File: src/rtl/scs8hd_clkdiv_gen.sv
// scs8hd_clkdiv_gen: glitch-free programmable clock divider with a
// valid/ready ratio-change handshake applied only at period boundaries.
//
// Ports:
//   CLK        source clock (rising edge)
//   RESETB     synchronous active-low reset
//   DIV        requested divide ratio N (0/1 clamp to 2)
//   DIV_VALID  DIV is valid this cycle
//   GATE       run enable (only with SCS8HD_CLKDIV_GATE_EN)
//   DIV_READY  block can accept a new ratio
//   X          divided clock, register output
//   TICK       pulse in first cycle of each X period, register output
//   ACTIVE_DIV ratio currently in effect
//
// Optional feature macro: SCS8HD_CLKDIV_GATE_EN adds GATE and a STOP state.
module scs8hd_clkdiv_gen #(
  parameter int DIVW    = 4,
  parameter int RST_DIV = 2
) (
  input  logic            CLK,
  input  logic            RESETB,
  input  logic [DIVW-1:0] DIV,
  input  logic            DIV_VALID,
`ifdef SCS8HD_CLKDIV_GATE_EN
  input  logic            GATE,
`endif
  output logic            DIV_READY,
  output logic            X,
  output logic            TICK,
  output logic [DIVW-1:0] ACTIVE_DIV
);

`ifdef SCS8HD_CLKDIV_GATE_EN
  typedef enum logic [1:0] {
    IDLE, RUN, PEND, STOP
  } state_t;
`else
  typedef enum logic [1:0] {
    IDLE, RUN, PEND
  } state_t;
`endif

  localparam logic [DIVW-1:0] RST_N = DIVW'(RST_DIV);
  localparam logic [DIVW-1:0] MIN_N = DIVW'(2);

  state_t          state, state_n;
  logic [DIVW-1:0] cnt, cnt_n;
  logic [DIVW-1:0] act, act_n;
  logic [DIVW-1:0] pend, pend_n;
  logic            x_q, x_n;
  logic            tick_q, tick_n;

  logic            accept;
  logic            last;
  logic [DIVW-1:0] div_cl;
  logic [DIVW-1:0] h_n;
  logic            run_n;

`ifdef SCS8HD_CLKDIV_GATE_EN
  logic stop_req, stop_req_n;
  logic hold_q, hold_n;
`endif

  // Ratios 0 and 1 have no meaningful X waveform; force them to 2.
  assign div_cl = (DIV < MIN_N) ? MIN_N : DIV;
  assign last   = (cnt == act - DIVW'(1));

`ifdef SCS8HD_CLKDIV_GATE_EN
  assign DIV_READY = (state == RUN) |
                     ((state == STOP) & ~hold_q);
`else
  assign DIV_READY = (state == RUN);
`endif

  assign accept = DIV_VALID & DIV_READY;

  always_comb begin
    state_n = state;
    cnt_n   = cnt;
    act_n   = act;
    pend_n  = pend;
`ifdef SCS8HD_CLKDIV_GATE_EN
    stop_req_n = stop_req;
    hold_n     = 1'b0;
`endif
    unique case (state)
      IDLE: begin
        state_n = RUN;
        cnt_n   = '0;
      end
      RUN, PEND: begin
        if (accept) begin
          pend_n  = div_cl;
          state_n = PEND;
        end
`ifdef SCS8HD_CLKDIV_GATE_EN
        if (!GATE) stop_req_n = 1'b1;
`endif
        if (last) begin
          cnt_n = '0;
          // A ratio accepted on the last cycle takes effect right away.
          if (state == PEND) act_n = pend;
          else if (accept)   act_n = div_cl;
          state_n = RUN;
`ifdef SCS8HD_CLKDIV_GATE_EN
          if (stop_req || !GATE) state_n = STOP;
          stop_req_n = 1'b0;
`endif
        end else begin
          cnt_n = cnt + DIVW'(1);
        end
      end
`ifdef SCS8HD_CLKDIV_GATE_EN
      STOP: begin
        cnt_n = '0;
        if (accept) begin
          act_n  = div_cl;
          hold_n = 1'b1;
        end
        if (GATE) state_n = RUN;
      end
`endif
      default: begin
        state_n = IDLE;
        cnt_n   = '0;
      end
    endcase
  end

  // Outputs come from next-state values so they stay pure flops.
  assign h_n    = act_n >> 1;
  assign run_n  = (state_n == RUN) | (state_n == PEND);
  assign x_n    = run_n & (cnt_n < h_n);
  assign tick_n = run_n & (cnt_n == '0);

  always_ff @(posedge CLK) begin
    if (!RESETB) begin
      state  <= IDLE;
      cnt    <= '0;
      act    <= RST_N;
      pend   <= '0;
      x_q    <= 1'b0;
      tick_q <= 1'b0;
    end else begin
      state  <= state_n;
      cnt    <= cnt_n;
      act    <= act_n;
      pend   <= pend_n;
      x_q    <= x_n;
      tick_q <= tick_n;
    end
  end

`ifdef SCS8HD_CLKDIV_GATE_EN
  always_ff @(posedge CLK) begin
    if (!RESETB) begin
      stop_req <= 1'b0;
      hold_q   <= 1'b0;
    end else begin
      stop_req <= stop_req_n;
      hold_q   <= hold_n;
    end
  end
`endif

  assign X          = x_q;
  assign TICK       = tick_q;
  assign ACTIVE_DIV = act;

endmodule

File: config.mk
export PLATFORM = sky130hd
export DESIGN_NAME = scs8hd_clkdiv_gen
export DESIGN_NICKNAME = d
export VERILOG_FILES = /design/src/rtl/scs8hd_clkdiv_gen.sv
export SDC_FILE = /design/constraint.sdc
export NUM_CORES = 1
export LEC_CHECK = 0
export CORE_MARGIN = 5
export CORE_UTILIZATION = 35
export DETAILED_ROUTE_END_ITERATION = 8
export GPL_ROUTABILITY_DRIVEN = 0
export PLACE_DENSITY = 0.55
export SLEW_MARGIN = 20
export SYNTH_ARGS = -nofsm -noshare
export SYNTH_HDL_FRONTEND = slang
export SYNTH_SLANG_ARGS = --single-unit
File: constraint.sdc
create_clock -name CLK -period 6.75 [get_ports CLK]
set_input_delay 1.6875 -clock CLK [delete_from_list [all_inputs] [get_ports CLK]]
set_output_delay 1.6875 -clock CLK [all_outputs]
set_load 0.02 [all_outputs]
==> out/metrics.csv <==
stage,metric,value,unit
outcome,outcome,finished clean,
route,Routed Antenna Nets,0,
grt,first-pass GRT wire length,3850,um
route,DR pass1 iterations,4,
die,Core Box Area,0.00273,mm^2
layout,Util after Layout,43.5,%
clock_network,Root Driver,clkbuf_4,
sta,Layout Skew,7.29,ps
sta,Slew @ Worst Pin,573,ps
clock_network,Inserted Clock Buffers,3,
placed_design,DPL Wire Length,1820,um
hold_path,worst hold stages,2,
hold_path,min-delay src,pend[3],
synthesis,Mapped Area,992,um^2
critical_path,CP arrival,3890,ps
critical_path,startpoint types,primary input,
die,floorplan row count,19,
clock_network,CTS tree,built,
grt,initial antenna violation count,0,
layout,Fillers,289,
layout,Nets,144,
sta,# setup viols final,0,
layout,area delta synth->final,19.9,%
critical_path,Reg-to-Reg End,X,
grt,gr ovfl total,0,
clock_network,cts repair resizes,0,
pwr,leakage power,0.000443,uW
critical_path,critical setup path kind,in2reg,
critical_path,Worst EP required,6970,ps
clock_network,Setup Buffers After CTS,0,
clock_network,"Hold-fix buffers, CTS",0,
grt,GRT Total Usage,12.2,%
critical_path,"most used cell, CP",and2_1,
route,Avg Vias per Cell,5.30,
critical_path,crit path to,X,
layout,share of layout cells above drive strength 1,12.5,%
critical_path,worst setup path start,DIV_VALID,
clock_network,clock sinks,16,
grt,largest net degree at the start of global routing,13,
clock_network,H-tree depth,1,
placed_design,dpl ws,2790,ps
synthesis,Post-Syn Instances,113,
layout,Multi-input gate area,619,um^2
synthesis,Yosys warning total,0,
clock_network,clk slew on worst S/H paths,100,ps
job,max-cap viol count,0,
synthesis,Syn Area/Cell,8.78,um^2
route,Post-route DRC,0,
sta,final hold slack,466,ps
synthesis,post-synthesis cell type count,40,
clock_network,Skew-Pair Late Insertion Delay,300,ps
sta,Setup TNS Final,0,ps
critical_path,RR Startpoint,ACTIVE_DIV[0],
critical_path,CP Max Fanout,7,
die,Die X,63.2,um
sta,"Hold Vio Cnt, Final",0,
placed_design,IO buf count,13,
die,starting density of the core,36.3,%
critical_path,Setup crit end kind,flip-flop,
sta,Slew HR,60.8,%
sta,unrepaired setup endpoints after global routing,false,
hold_path,HP Class,reg2reg,
route,routed wire length,2240,um
synthesis,Syn Nets,128,
die,I/O pin cnt,14,
route,Wirelength per Cell,14.1,um
sta,setup ws final,3080,ps
sta,Fmax achieved,272,MHz
pwr,Max IR drop VDD,0.0879,mV
synthesis,sequential element share of the synthesized area,32.3,%
die,DIE AREA,0.00400,mm^2
layout,register area,320,um^2
synthesis,"flops & latches, synth",16,
sta,final period utilization,54.4,%
critical_path,slowest CP cell,clkdlybuf4s50_1,
pwr,power after layout,240,uW
sta,Period minus WS final,3670,ps
sta,Slew Limit Fails,0,
route,Iteration-0 DRC Markers,34,
route,vias,842,
critical_path,Worst R2R Setup Slack,4020,ps
critical_path,r2r worst-path depth,10,
die,Die Y,63.2,um
pwr,PwrDens,201,mW/mm^2
clock_network,CTS Buffer Depth,2,
grt,vias in the first global route,872,
critical_path,"Largest stage delay, worst path",510,ps
layout,Ant. Diodes,0,
critical_path,"critical path, cell by cell","clkdlybuf4s50_1, and2_1, o21ai_0, nor3_1, o22ai_1, ha_1, and2_1, o311a_1, nor4_2",
state kept, by name, indices dropped and copies added (netlist names):
register    flops
ACTIVE_DIV      4
state           2
TICK            1
cnt             4
X               1
pend            4
cell type report:
class / instances / share of cell area, %
Timing Repair Buffer: 13 / 10.9
Sequential cell: 16 / 26.9
Multi-Input combinational cell: 83 / 52.1
Inverter: 12 / 3.79
Clock buffer: 4 / 3.05
Tap cell: 31 / 3.26
critical path: cells and delay by family:
kind | cells | cell delay (ps)
simple gates | 4 | 950
buf+inv | 1 | 510
compound gates | 3 | 430
fa+ha+maj | 1 | 310
cell families (layout without fill, tap and decap cells):
logic type | after synthesis | after routing | share of synthesized area [%]
adders and majority gates | 8 | 8 | 10.1
DFF | 16 | 16 | 32.3
and+or+nand+nor | 36 | 36 | 19.9
AOI/OAI and AO/OA | 31 | 31 | 22.4
buffers and inverters | 14 | 29 | 5.30
xor gates and xnor gates | 8 | 8 | 9.96
cell usage in the layout (no fill, tap or decap), types with 2 or more instances in the layout:
| cell | count |
|---|---|
| dfxtp_1 | 16 |
| clkdlybuf4s50_1 | 13 |
| inv_1 | 12 |
| nor2_1 | 12 |
| a21oi_1 | 9 |
| ha_1 | 8 |
| nand2_1 | 6 |
| nand3_1 | 4 |
| xnor2_1 | 3 |
| o21ai_0 | 3 |
| nor3_1 | 3 |
| o22ai_1 | 3 |
| clkbuf_4 | 3 |
| xor2_1 | 2 |
| and2_1 | 2 |
| o311a_1 | 2 |
| a31oi_1 | 2 |
power breakdown:
part / switching (uW) / total [uW] / internal, uW
clock network: 32.9 / 65.8 / 32.9
registers: 5.01 / 106 / 101
logic: 37.7 / 67.9 / 30.2
stage by stage:
step / instance area (um^2) / std cells
detailed placement: 1150 / 155
floorplan: 992 / 113
global route: 1190 / 159
finish: 1190 / 159
global placement: 1150 / 155
CTS: 1190 / 159
synthesized netlist by cell type:
library cell,number,share of area (%)
and3_4,1,1.1
and4_2,1,1.0
clkbuf_1,2,0.76
o21ba_2,1,1.0
xnor2_1,3,2.6
nand2b_1,1,0.63
a21oi_1,9,4.5
nand2_2,1,0.63
nor4_2,1,1.3
a2111oi_0,1,0.88
o2111ai_1,1,0.88
xor2_2,1,1.6
nor2_1,12,4.5
o21ai_0,3,1.5
o31ai_1,1,0.76
xor2_1,2,1.8
a21boi_2,1,1.1
a2bb2oi_1,1,0.88
o311ai_0,1,0.88
xnor2_2,1,1.6
xnor3_1,1,2.3
a211oi_1,1,0.76
ha_1,8,10
and2_1,2,1.3
and3_1,1,0.63
nand2_1,6,2.3
nand3_1,4,2.0
o311a_1,2,2.0
a21boi_0,1,0.76
o221a_2,1,1.1
o22ai_1,3,1.9
nor3_4,1,1.6
nor3_1,3,1.5
a211oi_2,1,1.3
dfxtp_1,16,32
nand3b_1,1,0.76
a31oi_1,2,1.3
inv_1,12,4.5
a31o_2,1,0.88
nor2b_1,1,0.63
how the worst min path moves through the flow:
stage / endpoint / slack, ps
finish: pend[3] / 470
global route: pend[3] / 490
CTS: pend[3] / 470
detailed placement: pend[3] / 450
global placement: pend[2] / 450
floorplan: pend[2] / 440
per-layer routing:
metal  vias to the layer above  wire length, um  GRT usage, %
met3                         7               83          3.02
met1                       390             1090          15.9
met2                        14             1000          18.6
li1                        431                -             -
met4                         0               63          6.23
met5                         -                0             0
Note: power is estimated with default switching activity, not from simulation.
